$ cat config.mk
export PLATFORM = sky130hd
export DESIGN_NAME = program_loader_flat
export DESIGN_NICKNAME = d
export VERILOG_FILES = /design/src/rtl/program_loader_if.sv /design/src/rtl/program_loader.sv /design/src/flat_wrapper.sv
export SDC_FILE = /design/constraint.sdc
export NUM_CORES = 1
export LEC_CHECK = 0
export CORE_MARGIN = 2
export CORE_UTILIZATION = 51
export CTS_BUF_LIST = sky130_fd_sc_hd__clkbuf_8
export CTS_CLUSTER_SIZE = 12
export DETAILED_ROUTE_END_ITERATION = 12
export PLACE_DENSITY = 0.72
export SYNTH_ARGS = -nofsm -noshare
export SYNTH_HDL_FRONTEND = slang
export SYNTH_SLANG_ARGS = --single-unit
$ cat constraint.sdc
create_clock -name clk -period 2.7 [get_ports clk]
set_clock_uncertainty 0.1 [all_clocks]
set_input_delay 0.27 -clock clk [delete_from_list [all_inputs] [get_ports clk]]
set_output_delay 0.27 -clock clk [all_outputs]
set_load 0.01 [all_outputs]
$ cat src/rtl/program_loader_if.sv
// Byte-in / word-out handshake bundle for program_loader; the slave modport is the loader side.
interface program_loader_if #(
  parameter int CNT_W = 8
);
  logic [7:0]       rx_data;
  logic             rx_valid;
  logic [23:0]      instr_data;
  logic             instr_valid;
  logic             instr_ready;
  logic             load_done;
  logic             overflow;
  logic             load_error;
  logic [CNT_W-1:0] word_count;

  modport master (
    output rx_data, rx_valid, instr_ready,
    input  instr_data, instr_valid, load_done, overflow, load_error, word_count
  );

  modport slave (
    input  rx_data, rx_valid, instr_ready,
    output instr_data, instr_valid, load_done, overflow, load_error, word_count
  );
endinterface

$ cat src/rtl/program_loader.sv
// Packs an unstallable byte stream MSB-first into 24-bit words, buffers them in a FIFO and stops after HALT (24'h0) pops;
// word visible 1 cycle after its last byte, full FIFO drops words (sticky overflow); LOADER_CHKSUM_EN adds an XOR checksum byte.
module program_loader #(
  parameter int FIFO_DEPTH = 8,
  parameter int CNT_W      = 8
) (
  input logic            clk,
  input logic            reset,
  program_loader_if.slave bus
);
  localparam int PTR_W = $clog2(FIFO_DEPTH);
  localparam logic [PTR_W:0] DEPTH_L = (PTR_W+1)'(FIFO_DEPTH);

  typedef enum logic [2:0] {
    S_B0        = 3'd0,
    S_B1        = 3'd1,
    S_B2        = 3'd2,
    S_HALT_SEEN = 3'd3,
`ifdef LOADER_CHKSUM_EN
    S_CHK       = 3'd4,
`endif
    S_DONE      = 3'd5
  } state_e;

  state_e             state_q, state_d;
  logic [7:0]         byte_hi_q, byte_hi_d;
  logic [7:0]         byte_mid_q, byte_mid_d;
  logic [23:0]        mem_q [FIFO_DEPTH];
  logic [23:0]        mem_d [FIFO_DEPTH];
  logic [PTR_W-1:0]   wr_ptr_q, wr_ptr_d;
  logic [PTR_W-1:0]   rd_ptr_q, rd_ptr_d;
  logic [PTR_W:0]     occ_q, occ_d;
  logic [CNT_W-1:0]   word_count_q, word_count_d;
  logic               overflow_q, overflow_d;
`ifdef LOADER_CHKSUM_EN
  logic [7:0]         acc_q, acc_d;
  logic               load_error_q, load_error_d;
  logic               halt_popped_q, halt_popped_d;
`endif

  logic        instr_valid;
  logic        load_done;
  logic        take_byte;
  logic        word_cmpl;
  logic        pop;
  logic        push;
  logic        fifo_full;
  logic        halt_pop;
  logic [23:0] new_word;
  logic [23:0] head_word;

  assign head_word = mem_q[rd_ptr_q];
  assign new_word  = {byte_hi_q, byte_mid_q, bus.rx_data};
  assign fifo_full = (occ_q == DEPTH_L);
  assign pop       = instr_valid && bus.instr_ready;
  // A full FIFO still accepts a word when the head leaves on the same edge.
  assign push      = word_cmpl && (!fifo_full || pop);
  // Only HALT can be an all-zero word, and nothing is pushed after it.
  assign halt_pop  = pop && (head_word == 24'd0);

  always_ff @(posedge clk) begin
    if (reset) begin
      state_q <= S_B0;
    end else begin
      state_q <= state_d;
    end
  end

  always_comb begin
    state_d = state_q;
    unique case (state_q)
      S_B0: if (bus.rx_valid) state_d = S_B1;
      S_B1: if (bus.rx_valid) state_d = S_B2;
      S_B2: if (bus.rx_valid) state_d = (new_word == 24'd0) ? S_HALT_SEEN : S_B0;
`ifdef LOADER_CHKSUM_EN
      S_HALT_SEEN: begin
        if (bus.rx_valid) state_d = (halt_pop || halt_popped_q) ? S_DONE : S_CHK;
      end
      S_CHK: if (halt_pop) state_d = S_DONE;
`else
      S_HALT_SEEN: if (halt_pop) state_d = S_DONE;
`endif
      S_DONE: state_d = S_DONE;
      default: state_d = S_B0;
    endcase
  end

  always_comb begin
    instr_valid = (occ_q != '0) && (state_q != S_DONE);
    load_done   = (state_q == S_DONE);
    take_byte   = bus.rx_valid && ((state_q == S_B0) || (state_q == S_B1) || (state_q == S_B2));
    word_cmpl   = bus.rx_valid && (state_q == S_B2);
  end

  always_comb begin
    byte_hi_d    = byte_hi_q;
    byte_mid_d   = byte_mid_q;
    mem_d        = mem_q;
    wr_ptr_d     = wr_ptr_q;
    rd_ptr_d     = rd_ptr_q;
    occ_d        = occ_q;
    word_count_d = word_count_q;
    overflow_d   = overflow_q;

    if (take_byte && (state_q == S_B0)) byte_hi_d  = bus.rx_data;
    if (take_byte && (state_q == S_B1)) byte_mid_d = bus.rx_data;

    if (push) begin
      mem_d[wr_ptr_q] = new_word;
      wr_ptr_d        = wr_ptr_q + PTR_W'(1);
      if (word_count_q != {CNT_W{1'b1}}) word_count_d = word_count_q + CNT_W'(1);
    end
    if (word_cmpl && !push) overflow_d = 1'b1;
    if (pop) rd_ptr_d = rd_ptr_q + PTR_W'(1);

    unique case ({push, pop})
      2'b10:   occ_d = occ_q + (PTR_W+1)'(1);
      2'b01:   occ_d = occ_q - (PTR_W+1)'(1);
      default: occ_d = occ_q;
    endcase
  end

`ifdef LOADER_CHKSUM_EN
  always_comb begin
    acc_d         = acc_q;
    load_error_d  = load_error_q;
    halt_popped_d = halt_popped_q;
    if (take_byte) acc_d = acc_q ^ bus.rx_data;
    // The byte arriving in HALT_SEEN is the checksum; it is compared, never pushed.
    if (bus.rx_valid && (state_q == S_HALT_SEEN) && (bus.rx_data != acc_q)) load_error_d = 1'b1;
    if (halt_pop) halt_popped_d = 1'b1;
  end

  always_ff @(posedge clk) begin
    if (reset) begin
      acc_q         <= '0;
      load_error_q  <= 1'b0;
      halt_popped_q <= 1'b0;
    end else begin
      acc_q         <= acc_d;
      load_error_q  <= load_error_d;
      halt_popped_q <= halt_popped_d;
    end
  end

  assign bus.load_error = load_error_q;
`else
  assign bus.load_error = 1'b0;
`endif

  always_ff @(posedge clk) begin
    if (reset) begin
      byte_hi_q    <= '0;
      byte_mid_q   <= '0;
      for (int i = 0; i < FIFO_DEPTH; i++) mem_q[i] <= '0;
      wr_ptr_q     <= '0;
      rd_ptr_q     <= '0;
      occ_q        <= '0;
      word_count_q <= '0;
      overflow_q   <= 1'b0;
    end else begin
      byte_hi_q    <= byte_hi_d;
      byte_mid_q   <= byte_mid_d;
      mem_q        <= mem_d;
      wr_ptr_q     <= wr_ptr_d;
      rd_ptr_q     <= rd_ptr_d;
      occ_q        <= occ_d;
      word_count_q <= word_count_d;
      overflow_q   <= overflow_d;
    end
  end

  assign bus.instr_data  = head_word;
  assign bus.instr_valid = instr_valid;
  assign bus.load_done   = load_done;
  assign bus.overflow    = overflow_q;
  assign bus.word_count  = word_count_q;
endmodule

$ cat src/flat_wrapper.sv
// flat-port wrapper written by rule: the top's interface ports become plain ports
module program_loader_flat 
#(
  parameter int FIFO_DEPTH = 8,
  parameter int CNT_W      = 8
)
  (clk, reset, bus_rx_data, bus_rx_valid, bus_instr_ready, bus_instr_data, bus_instr_valid, bus_load_done, bus_overflow, bus_load_error, bus_word_count);
  program_loader_if #(.CNT_W(CNT_W)) bus_i ();
  input logic clk;
  input logic reset;
  input wire logic [$bits(bus_i.rx_data)-1:0] bus_rx_data;
  input wire logic [$bits(bus_i.rx_valid)-1:0] bus_rx_valid;
  input wire logic [$bits(bus_i.instr_ready)-1:0] bus_instr_ready;
  output wire logic [$bits(bus_i.instr_data)-1:0] bus_instr_data;
  output wire logic [$bits(bus_i.instr_valid)-1:0] bus_instr_valid;
  output wire logic [$bits(bus_i.load_done)-1:0] bus_load_done;
  output wire logic [$bits(bus_i.overflow)-1:0] bus_overflow;
  output wire logic [$bits(bus_i.load_error)-1:0] bus_load_error;
  output wire logic [$bits(bus_i.word_count)-1:0] bus_word_count;
  assign bus_i.rx_data = bus_rx_data;
  assign bus_i.rx_valid = bus_rx_valid;
  assign bus_i.instr_ready = bus_instr_ready;
  assign bus_instr_data = bus_i.instr_data;
  assign bus_instr_valid = bus_i.instr_valid;
  assign bus_load_done = bus_i.load_done;
  assign bus_overflow = bus_i.overflow;
  assign bus_load_error = bus_i.load_error;
  assign bus_word_count = bus_i.word_count;
  program_loader #(.FIFO_DEPTH(FIFO_DEPTH), .CNT_W(CNT_W)) u_core (.clk(clk), .reset(reset), .bus(bus_i));
endmodule
* Word-level counts from Yosys, hierarchy flattened
Cells that the tools add are included.
W data, S select, Z words.
** Word-level totals
- Output and inout port bits :: 36
- Word-level logic and storage cells :: 74
- Register bits after elaboration :: 230
- Bits of input ports :: 12
** Operators by class
- Multiplexer cells :: 13
- $lt $le $gt $ge :: 3
- Add/subtract/negate cells :: 5
- Reduce and logical (&&, ||, !) cells :: 22
- Bitwise operators :: 2
- Equal/unequal tests :: 13
** Operators by type and width (number)
- $bwmux W192 :: 1
- $bmux W24 S3 :: 1
- $demux W24 S3 :: 1
- $mux W24 :: 3
- $logic_not A24 Y1 :: 2
- $pmux W3 S5 :: 1
- $mux W3 :: 4
- $logic_and A1 B1 Y1 :: 10
- $add A8 B1 Y8 const B :: 1
- $ge A4 B4 Y1 const B :: 2
- $ne A8 B8 Y1 const B :: 1
- $not A3 Y4 :: 2
- $pmux W4 S2 :: 1
- $add A3 B1 Y3 const B :: 2
- $eq A3 B2 Y1 const B :: 2
- $ne A2 B2 Y1 const B :: 3
- $add A4 B1 Y4 const B :: 1
- $eq A4 B4 Y1 const B :: 1
- $lt A4 B1 Y1 const B :: 1
- $reduce_and A4 Y1 :: 1
- $reduce_bool A4 Y1 :: 1
- $sub A4 B1 Y4 const B :: 1
- $eq A3 B1 Y1 const B :: 1
- $eq A3 B3 Y1 const B :: 1
- other kinds (10) :: 13

* Depth between registers and ports, before layout
- Depth in word-level cells :: 8
- Mapped depth :: 12
- Gate-level depth less buffers :: 11

* Worst setup path after synthesis
No wires, ideal clock.
- Kind :: flip-flop to flip-flop
- Start point :: reg u_core.state_q[0]
- End point :: reg u_core.occ_q[3]
- Path slack :: -0.031 ns
- Required time :: 2.530 ns
- Path buffers :: 1
- Arrival :: 2.560 ns
- Clock period less this slack :: 2.731 ns
- Library setup time :: 0.070 ns
- Cell stages (with the launch flop) :: 13
- Cells stage by stage :: dfxtp_1 > clkbuf_1 > and3b_1 > o211a_2 > nor2_4 > inv_2 > ha_1 > ha_1 > a21o_1 > a21oi_1 > xnor2_1 > or3_1 > a21oi_1
** Between the ends
- Longest elaborated chain between the ends :: 7
- Elaborated cells between the ends (all ways) :: 11
- Classes of those cells :: eq/ne (4); mux (1); reduce/logical (6)
** Ends and longest elaborated chain
- start, declared :: line program_loader.sv:25 : state_e state_q, state_d;
- start signal, assigned :: line program_loader.sv:65 : state_q <= state_d;
- $ne A3 B3 Y1 :: line program_loader.sv:89 : instr_valid = (occ_q != '0) && (state_q != S_DONE);
- $logic_and A1 B1 Y1 :: line program_loader.sv:89
- $logic_and A1 B1 Y1 :: line program_loader.sv:55 : assign pop = instr_valid && bus.instr_ready;
- $logic_or A1 B1 Y1 :: line program_loader.sv:57 : assign push = word_cmpl && (!fifo_full || pop);
- $logic_and A1 B1 Y1 :: line program_loader.sv:57
- $eq A2 B1 Y1 / $eq A2 B2 Y1 (equally long branches) :: line program_loader.sv:116 : unique case ({push, pop})
- $pmux W4 S2 / $reduce_bool A2 Y1 (equally long branches)
- end signal, assigned :: line program_loader.sv:158 : occ_q <= '0;
- end signal, assigned :: line program_loader.sv:167 : occ_q <= occ_d;
- end, declared :: line program_loader.sv:32 : logic [PTR_W:0] occ_q, occ_d;
Several ways; a longest one is shown, not always the timed one.
A chain may end at the register's enable or synchronous reset.

* Final worst setup path
- Start point :: reg u_core.rd_ptr_q[1]
- End point :: reg u_core.state_q[1]
** Between the ends
- Longest elaborated chain between the ends :: 8
** Ends and longest elaborated chain
- start, declared :: line program_loader.sv:31 : logic [PTR_W-1:0] rd_ptr_q, rd_ptr_d;
- start signal, assigned :: line program_loader.sv:166 : rd_ptr_q <= rd_ptr_d;
- $not A3 Y4 (not written as such) :: line program_loader.sv:52 : assign head_word = mem_q[rd_ptr_q];
- $bmux W24 S3 :: line program_loader.sv:52
- $mux W24 (not written as such) (2 in a row) :: line program_loader.sv:52
- $logic_not A24 Y1 :: line program_loader.sv:59 : assign halt_pop = pop && (head_word == 24'd0);
- $logic_and A1 B1 Y1 :: line program_loader.sv:59
- $ne A2 B1 Y1 (no line)
- $reduce_and A4 Y1 (no line)
Every way passes these cells. The select of a mux whose other input is x is not followed.

==> summary by stage <==
Outcome
The flow ran to the end, but the final reports show violations. The checks that failed: negative setup slack.

Timing
Setup violations remaining at the end of the flow were counted as 2. The accumulated negative setup slack is -186 ps. The final hold violation count is 0.

The actual slew at the worst max-slew pin is 690 ps. The final setup slack of the worst path is -100 ps. The max-slew headroom at the worst pin is roughly 54%. The final cycle utilization of the critical path is 104%. The fmax is around 360 MHz. Setup repair after global routing could not meet its margin everywhere. The worst path in the final design needs a cycle of roughly 2800 ps, including I/O delays and setup. The max-slew violation count came to 0.

Placement
The placed instances occupy a cell area of between 0.01 and 0.015 mm^2. The HPWL after detailed placement is 19.2 mm. The placer's final routability congestion estimate is between 0.9 and 1.

Prior to clock tree synthesis, the placed netlist has a worst setup slack of 8.63 ps. The number of I/O port buffers is 46.

GRT
The maximum number of pins on one net before global-route repair is 88. The all-layer global routing usage is between 20 and 30%. The first-pass GRT wire length is 48.8 mm. The via count of the first global-routing pass is around 9200. For this run the aggregate overflow at the end of global routing stands at 0. The number of antenna violations at the first check in global routing is 0.

Floorplan
The number of ports placed on the die boundary is between 40 and 50. The core region is 0.0196 mm^2. The initial core utilization is 52.2%. In this run the horizontal extent of the chip is 146 um. In this run the core area contains 51 standard-cell rows. The height of the chip is 146 um. The overall die area is 0.0212 mm^2.

Synth
Yosys attributes the largest share of cell area to dfxtp_1 (45%), nand2_1 (18%), a21oi_1 (11%). The post-synthesis cell type with the largest combined area is dfxtp_1. The netlist uses 56 different library cells. The synthesized net count is approximately 1300. The cell area after synthesis is 0.0102 mm^2. Each instance of the synthesized netlist takes up on average 8.10 um^2. The number of enable flip-flop cells after synthesis is 0.

In the synthesized netlist the dominant register cell turns out to be dfxtp_1. The instance count of the mapped netlist is 1262. Of the post-synthesis cell area, the dominant cell type holds 45.1%. Counting flops with an async set or reset pin after synthesis yields a share of 0%. The fraction of the yosys area taken by sequential cells is 45.1%. The Yosys step of the flow raised 0 warnings.

The flip-flop and latch count after synthesis is 230.

Cells and area
After the last flow step, the layout net total stands at between 1000 and 1500. Summing all flip-flop and latch instances after layout gives around 0.0046 mm^2. The area used by multi-input combinational logic is around 0.0052 mm^2. In the final layout, the share of cells above drive strength 1 is about a fifth. The antenna cell count is 0. The area growth from synthesis to layout is 23.0%. The post-route cell area is 0.0126 mm^2.

The total of fill cells in the finished design is 1693.

Setup path
The number of cells traversed by the worst register-to-register path is 10. The capture point of the worst path is u_core.state_q[1]. The arrival time reported for the critical path endpoint is around 3100 ps. The origin of the critical flop-to-flop path is u_core.rd_ptr_q[1]. The sort of element at the end of the critical path is a flop. The timing startpoint of the critical path is u_core.rd_ptr_q[1]. The worst setup path is launched from a flop. The worst flop-to-flop path endpoint is u_core.state_q[1].

The highest fanout seen on the critical path is 6. The minimum setup slack among reg-to-reg paths is -100 ps. For the worst setup path, the data required time is 3020 ps. The type of the worst setup path is reg2reg.

Power
The peak supply drop is 0.437 mV. Net switching is 26.9% of the power. In this run, flip-flops and latches consume 45.1% of the power. The internal portion of the total power is around 5.7 mW. The analysis attributes to cell leakage a power of 4.57 nW. The cell area power density is 624 mW/mm^2. The part of the power in the clock network is 37.8%.

Combinational logic is responsible for between 15 and 20% of the overall power. The switching power is about 2.1 mW.

Detailed routing
Dividing the detail-routed wire length by the instance count gives roughly 19 um. The number of antenna-violating nets in the routed design is 0. For this block, the initial DRC count from the detailed router was approximately 930. For this block, wires on met1 add up to roughly 12 mm. The total met2 wirelength after detailed routing is 14.6 mm. The wire length reported by the detailed router is 31.0 mm. After detailed routing, no signal wire sits above met4.

For this run, design rule violations remaining after detail routing come to 0. Wire segments on met3 add up to between 2 and 3 mm in the final route. The total number of vias is 9407. The average via count per standard cell is 5.77. The first TritonRoute pass finished after 8 iterations.

Clock network
The number of clock sinks is 230. Clock-pin slew was measured on the worst setup and hold paths at 60 ps. The CTS H-tree depth is 2. The largest buffer count on any clock path is 3. Clock tree synthesis selected as its root buffer the cell clkbuf_8. Buffers inserted to repair hold after CTS numbered 0. The clock latency on the worst-skew pair is 530 ps. The clock tree from TritonCTS is yes. The TritonCTS buffer count is 38.

Min path
In this run the worst hold path is classified as in2reg.

Flow run
The count of max-cap constraint violations is 0.
per-stage QoR:
stage / hold WS (ps) / power, mW / cells / util (%)
after detailed placement: 344 / 4.64 / 1533 / 57.9
after CTS: 127 / 7.78 / 1618 / 63.3
after global routing: 164 / 8.11 / 1629 / 64.2
after floorplan: 332 / 4.27 / 1262 / -
final: 135 / 7.85 / 1629 / 64.2
after global placement: 338 / 4.63 / 1533 / 57.9
registers in the layout (all words and copies together), names as in the netlist:
name	count
u_core.mem_q	192
u_core.bus.word_count	8
u_core.byte_hi_q	8
u_core.byte_mid_q	8
u_core.occ_q	4
u_core.rd_ptr_q	3
u_core.state_q	3
u_core.wr_ptr_q	3
u_core.bus.overflow	1
worst max-delay path: stages (launching register included):
cell	delay, ps
dfxtp_4	400
buf_6	120
buf_12	130
buf_8	120
mux4_2	310
or4_4	510
a2111oi_4	320
o21ai_2	150
nor4_2	300
buf_4	180
o21ai_2	50
per-layer routing:
metal,track usage [%],vias to the layer above
met3,5.58,91
met2,47.8,450
met4,13.0,0
met1,36.9,4504
li1,-,4362
met5,0,-
synthesized netlist by cell type (2+ instances only):
| cell type | number |
|---|---|
| mux2_2 | 6 |
| buf_4 | 2 |
| ha_1 | 6 |
| nand2_1 | 480 |
| or3_1 | 2 |
| buf_2 | 22 |
| nand3_1 | 2 |
| and2_1 | 3 |
| nor3_1 | 15 |
| inv_1 | 9 |
| mux2i_1 | 4 |
| mux4_2 | 46 |
| or3b_2 | 2 |
| a211oi_1 | 7 |
| nor4_2 | 2 |
| nor3b_1 | 2 |
| a21oi_1 | 219 |
| o21ai_0 | 2 |
| nor2_1 | 33 |
| o21ai_1 | 2 |
| clkbuf_1 | 88 |
| or2_2 | 2 |
| nor4bb_1 | 2 |
| nor4_1 | 6 |
| dfxtp_1 | 230 |
| o31ai_1 | 2 |
| and3_1 | 5 |
| nor2b_1 | 3 |
| nor4b_1 | 2 |
| buf_1 | 2 |
| nand4_1 | 5 |
| a21o_1 | 2 |
| xor2_1 | 9 |
| xnor2_1 | 5 |
| buf_6 | 3 |
| nand3b_1 | 2 |
| or4_1 | 4 |
| nor3b_2 | 2 |
| a2111oi_2 | 2 |
| nand2b_1 | 4 |
cells in the final DEF (no fill, tap or decap), types with 3 or more instances in the layout:
cell	instances
a211oi_1	6
a21oi_1	219
and3_1	5
buf_12	18
buf_4	77
buf_6	15
bufbuf_16	3
clkbuf_8	48
clkdlybuf4s50_1	23
dfxtp_1	228
dlygate4sd2_1	11
dlymetal6s2s_1	4
ha_1	6
inv_1	20
mux2_2	3
mux2_4	3
mux2i_1	4
mux4_2	46
nand2_1	478
nand2b_1	4
nand4_1	5
nor2_1	32
nor2b_1	3
nor3_1	11
nor3_2	5
nor4_1	6
or4_4	3
xnor2_1	5
xor2_1	9
worst min path at each step:
stage | from | to | cells after the start
2_1_floorplan | u_core.mem_q[188] | u_core.mem_q[188] | 2
3_3_place_gp | u_core.mem_q[6] | u_core.mem_q[6] | 2
3_5_place_dp | u_core.mem_q[6] | u_core.mem_q[6] | 2
4_1_cts | reset | u_core.mem_q[59] | 2
5_1_grt | reset | u_core.mem_q[7] | 2
6_report | reset | u_core.byte_mid_q[3] | 2
kinds of logic (layout without fill, tap and decap cells):
kind of cell    count (synthesis)  in the layout  share of synthesized area (%)
other cells                     1              1                         0.0367
xor+xnor                       14             14                           1.20
mux                            56             56                           11.2
flops                         230            230                           45.1
compound gates                240            240                           12.4
buf+inv                       127            229                           5.23
fa+ha+maj                       7              7                          0.931
simple gates                  587            587                           24.0
layout make-up:
| type | instances | share of cell area (%) |
|---|---|---|
| Sequential cell | 230 | 36.7 |
| Tap cell | 265 | 2.64 |
| Timing Repair Buffer | 157 | 13.1 |
| Inverter | 10 | 0.299 |
| Multi-Input combinational cell | 905 | 41.6 |
| Clock buffer | 48 | 5.26 |
| Clock inverter | 14 | 0.468 |
timing repair:
item | in CTS | in global routing
setup endpoints to repair | 23 | 17
pin swaps | 2 | 6
gates cloned | 3 | 0
gates resized for setup | 47 | 34
setup buffers | 20 | 12
power by group through the flow:
stage | logic [mW] | clock network [mW] | registers (mW)
final | 1.34 | 2.96 | 3.54
after detailed placement | 1.01 | 0 | 3.64
after CTS | 1.24 | 3.00 | 3.55
after floorplan | 0.723 | 0 | 3.54
after global placement | 0.995 | 0 | 3.63
after global routing | 1.42 | 3.14 | 3.55
No activity file was read; power rests on OpenSTA's default activity.
